`src/rtl/touch_key_gen.sv`:
```
// Touch-key stimulus generator: turns one press command into a bouncing key waveform
// (bounce-in, hold, bounce-out, release gap) on a registered touch_key line.
module touch_key_gen #(
    parameter int BOUNCE_CYC = 4,
    parameter int BOUNCE_N   = 3,
    parameter int GAP_CYC    = 8,
    parameter int HOLD_W     = 16
) (
    input  logic              clk,
    input  logic              rst,
    input  logic              cmd_valid,
    input  logic [HOLD_W-1:0] cmd_hold,
    output logic              cmd_ready,
    output logic              touch_key,
    output logic              busy,
    output logic              done
);

    localparam int PHASE_MAX = (BOUNCE_CYC > GAP_CYC) ? BOUNCE_CYC : GAP_CYC;
    localparam int PW        = $clog2(PHASE_MAX + 1);
    localparam int NPH       = 2 * BOUNCE_N - 1;
    localparam int IW        = (NPH > 1) ? $clog2(NPH) : 1;

    localparam logic [PW-1:0]     BOUNCE_LOAD = PW'(BOUNCE_CYC);
    localparam logic [PW-1:0]     GAP_LOAD    = PW'(GAP_CYC);
    localparam logic [IW-1:0]     LAST_IDX    = IW'(NPH - 1);
    localparam logic [HOLD_W-1:0] HOLD_ONE    = HOLD_W'(1);

    typedef enum logic [2:0] {
        IDLE,
        BOUNCE_IN,
        HOLD,
        BOUNCE_OUT,
        GAP
    } state_t;

    state_t            state_q, state_d;
    logic [PW-1:0]     phase_q, phase_d;
    logic [IW-1:0]     idx_q, idx_d;
    logic [HOLD_W-1:0] hold_q, hold_d;
    logic              key_q, key_d;
    logic              done_q, done_d;
    logic              phase_last;
    logic              idx_last;

    assign busy       = (state_q != IDLE);
    assign cmd_ready  = ~busy;
    assign touch_key  = key_q;
    assign done       = done_q;
    assign phase_last = (phase_q == PW'(1));
    assign idx_last   = (idx_q == LAST_IDX);

    // NOTE: every variable gets its default before the case so no path leaves one unassigned (no latch).
    always_comb begin
        state_d = state_q;
        phase_d = phase_q;
        idx_d   = idx_q;
        hold_d  = hold_q;
        done_d  = 1'b0;

        case (state_q)
            IDLE: begin
                if (cmd_valid && cmd_ready) begin
                    state_d = BOUNCE_IN;
                    phase_d = BOUNCE_LOAD;
                    idx_d   = '0;
                    hold_d  = (cmd_hold == '0) ? HOLD_ONE : cmd_hold;
                end
            end
            BOUNCE_IN, BOUNCE_OUT: begin
                if (!phase_last) begin
                    phase_d = phase_q - PW'(1);
                end else if (!idx_last) begin
                    idx_d   = idx_q + IW'(1);
                    phase_d = BOUNCE_LOAD;
                end else if (state_q == BOUNCE_IN) begin
                    state_d = HOLD;
                end else begin
                    state_d = GAP;
                    phase_d = GAP_LOAD;
                end
            end
            HOLD: begin
                if (hold_q == HOLD_ONE) begin
                    state_d = BOUNCE_OUT;
                    phase_d = BOUNCE_LOAD;
                    idx_d   = '0;
                end else begin
                    hold_d = hold_q - HOLD_ONE;
                end
            end
            GAP: begin
                if (phase_last) begin
                    state_d = IDLE;
                    done_d  = 1'b1;
                end else begin
                    phase_d = phase_q - PW'(1);
                end
            end
            default: state_d = IDLE;
        endcase

        // Key level follows the upcoming phase so the registered output lines up with the state.
        case (state_d)
            BOUNCE_IN:  key_d = ~idx_d[0];
            HOLD:       key_d = 1'b1;
            BOUNCE_OUT: key_d = idx_d[0];
            default:    key_d = 1'b0;
        endcase
    end

    // NOTE: sequential state uses non-blocking assignments so all registers sample pre-edge values.
    always_ff @(posedge clk) begin
        if (rst) begin
            state_q <= IDLE;
            phase_q <= '0;
            idx_q   <= '0;
            hold_q  <= '0;
            key_q   <= 1'b0;
            done_q  <= 1'b0;
        end else begin
            state_q <= state_d;
            phase_q <= phase_d;
            idx_q   <= idx_d;
            hold_q  <= hold_d;
            key_q   <= key_d;
            done_q  <= done_d;
        end
    end

endmodule

```
`config.mk`:
```
export PLATFORM = sky130hd
export DESIGN_NAME = touch_key_gen
export DESIGN_NICKNAME = d
export VERILOG_FILES = /design/src/rtl/touch_key_gen.sv
export SDC_FILE = /design/constraint.sdc
export NUM_CORES = 1
export LEC_CHECK = 0
export CAP_MARGIN = 20
export CELL_PAD_IN_SITES_DETAIL_PLACEMENT = 0
export CELL_PAD_IN_SITES_GLOBAL_PLACEMENT = 2
export CORE_ASPECT_RATIO = 0.9
export CORE_MARGIN = 2
export CORE_UTILIZATION = 32
export CTS_BUF_LIST = sky130_fd_sc_hd__clkbuf_16
export DETAILED_ROUTE_END_ITERATION = 7
export GPL_TIMING_DRIVEN = 0
export PLACE_DENSITY_LB_ADDON = 0.3
export REMOVE_ABC_BUFFERS = 1
export SLEW_MARGIN = 20
export SYNTH_ARGS = -nofsm -noshare
export SYNTH_HDL_FRONTEND = slang
export SYNTH_SLANG_ARGS = --single-unit
```
`constraint.sdc`:
```
create_clock -name clk -period 2.2 [get_ports clk]
set_input_delay 0.55 -clock clk [delete_from_list [all_inputs] [get_ports clk]]
set_output_delay 0.55 -clock clk [all_outputs]
set_load 0.05 [all_outputs]
```
==> flow_summary.ini <==
[global_routing]
grt_pass1_vias = 1588
grt_pass1_wl_um = 8140
grt-ovfl-total = 0
antenna_found_initial = 0
grt_max_degree = 29
grt_usage_pct = 15.3

[synth]
ys_ff_latch = 28
synth_top_flop_cell = dfxtp_1
syn_area_per_cell_um2 = 7.69
synth.most_common_cell = dfxtp_1
ys_types = 50
ys_warn_count = 0
synth_largest_area_cell = dfxtp_1
synth_top_cells_by_count = 28 x dfxtp_1, 24 x a21oi_1, 22 x nand2_1, 22 x nor2_1, 11 x o21ai_0
synth-seq-area-share_pct = 30.2
synth_area_um2 = 1850
synthArstFlopShare_pct = 0
synth_top_area_share_pct = 30.2
syn_inst = 241
synth.area.top_cells = dfxtp_1 30%, a21oi_1 6.5%, nand2_1 4.5%, nor2_1 4.5%, a211oi_1 4.1%
synth-edff-count = 0

[clock_network]
h-tree-depth = 1
holdBufCountCts = 0
clkSlewWorstSetupHoldPaths_ns = 0.07
clock_sinks = 28
cts_tree = done
cts-root-buf = clkbuf_16
cts-buffers-inserted = 3
insertion_delay_ns = 0.27
cts_buffer_depth = 2

[hold_path]
min_path_cells = 2
hp-start = phase_q[1]$_SDFFE_PP0P_
hold_path_class = reg -> reg
min_to = phase_q[1]$_SDFFE_PP0P_

[floorplan]
fp.dieW_um = 84.2
die-area_um2 = 6420
start_util_pct = 32.9
rows = 26
chipHeight_um = 76.2
core_area_um2 = 5630
io-pin-count = 23

[worst_setup_path]
crit_fanout = 13
r2r_start = phase_q[0]$_SDFFE_PP0P_
worstSetupPathType = reg -> out
worstPathRequired_ns = 1.65
rrSetupSlack_ns = 0.18
cp-end-kind = output port
regToRegEndpoint = touch_key$_SDFF_PP0_
crit_arrival_ns = 1.57
worstRegToRegCells = 6
setup.worst_path.start_class = flop

[timing]
setup-violations-final = 0
rsz0062_at_grt = false
finalHoldViolCount = 0
fin_ws_ns = 0.0779
tightestPinTransition_ns = 0.724
fmax_ghz = 0.471
hold_slack_ns = 0.484
max_slew_margin_pct = 51.6
slew_viol_final = 0
min_period_over_period_pct = 96.5
fin_crit_ns = 2.12
fin_skew_ns = 0.00555

[drt]
drc = 0
drtIter0Drc = 118
wl_per_cell_um = 14.6
drt-pass1-iter-count = 4
via_per_inst = 5.47
antenna_left = 0
vias = 1784
wirelength_um = 4760

[power]
p_per_area_nw_per_um2 = 645
ir_worst_vdd_mv = 0.313
p_leak_uw = 0.000804

[flow_run]
drv_cap = 0

[final_layout]
final_cell_area_um2 = 2240
post-route-util_pct = 39.9
drive_above_1_share_pct = 9.38
fin_nets = 282
n_antenna_cell = 0
area_growth_pct = 21.1

[place]
dp_slack_ns = -0.370
hpwl_um = 3370
place_area_um2 = 2110
globalplace.congestion = 0.736
portBuffers = 22

[outcome]
status = finished clean
-- logic make-up (layout without fill, tap and decap cells) --
group | after synthesis | after routing | synth area share [%]
AND/OR/NAND/NOR | 101 | 101 | 30.0
AO/OA/AOI/OAI | 77 | 77 | 27.4
flip-flops | 28 | 28 | 30.2
buffers and inverters | 24 | 39 | 5.74
adder cells (fa/ha/maj) | 6 | 6 | 4.05
XOR/XNOR | 3 | 3 | 1.42
multiplexers | 2 | 2 | 1.15
-- flip-flops by register name, indices dropped and copies added (netlist names) --
signal and flops:
done 1, touch_key 1, state_q 3, hold_q 16, phase_q 4, idx_q 3
-- stage by stage --
| step | TNS, ns | total power (uW) | std cells |
|---|---|---|---|
| after global placement | -16.52 | 898 | 319 |
| after CTS | -0.0224 | 1450 | 324 |
| after floorplan | -0.00643 | 785 | 227 |
| after global routing | 0 | 1520 | 326 |
| final | 0 | 1450 | 326 |
| after detailed placement | -4.11 | 899 | 320 |
-- final cells by class --
class	instances	area, um2
Fill cell	589	3380
Multi-Input combinational cell	189	1200
Sequential cell	28	561
Timing Repair Buffer	25	248
Tap cell	70	87.6
Clock buffer	3	75.1
Inverter	10	37.5
Clock inverter	1	30.0
-- what timing repair did --
action | in CTS | in global routing
buffers inserted | 0 | 2
pin swaps | 0 | 0
hold endpoints to repair | 0 | 0
endpoints found under the setup margin | 7 | 16
resized for setup | 6 | 4
-- layout by cell type, fill, tap and decap left out, drive strengths merged, types with 5 or more instances in the layout --
cell type / synthesis / final
a211oi: 11 / 11
a21oi: 24 / 24
clkdlybuf4s50: 0 / 19
dfxtp: 28 / 28
ha: 6 / 6
inv: 10 / 10
nand2: 22 / 22
nand2b: 5 / 5
nand3: 9 / 9
nor2: 22 / 22
nor3: 9 / 9
nor4: 6 / 6
o21ai: 20 / 20
or3: 6 / 6
-- report_power, final --
group	internal, uW	switching, uW
registers	540	43.8
clock network	363	187
logic	139	173
total	1040	404
-- routing by layer --
layer | track usage, % | part of all wire (%)
met5 | 0 | 0
met4 | 2.90 | 0.57
met3 | 1.63 | 3.5
met2 | 22.7 | 42
met1 | 23.7 | 54
-- critical path: stages (launching register included) --
cell	delay, ns
dfxtp_1	0.60
or3_1	0.19
dlygate4sd2_1	0.52
-- worst max path at each step --
stage | startpoint | to | slack [ns] | depth (start not counted)
6_report | state_q[2]$_SDFF_PP0_ | busy | 0.08 | 2
2_1_floorplan | hold_q[1]$_SDFFE_PP0P_ | hold_q[8]$_SDFFE_PP0P_ | -0.006 | 7
3_3_place_gp | cmd_valid | hold_q[8]$_SDFFE_PP0P_ | -1.25 | 6
5_1_grt | state_q[2]$_SDFF_PP0_ | busy | 0.007 | 2
3_5_place_dp | cmd_valid | hold_q[8]$_SDFFE_PP0P_ | -0.37 | 7
4_1_cts | state_q[1]$_SDFF_PP0_ | cmd_ready | -0.02 | 3
Power figures use the tool's default switching activity.
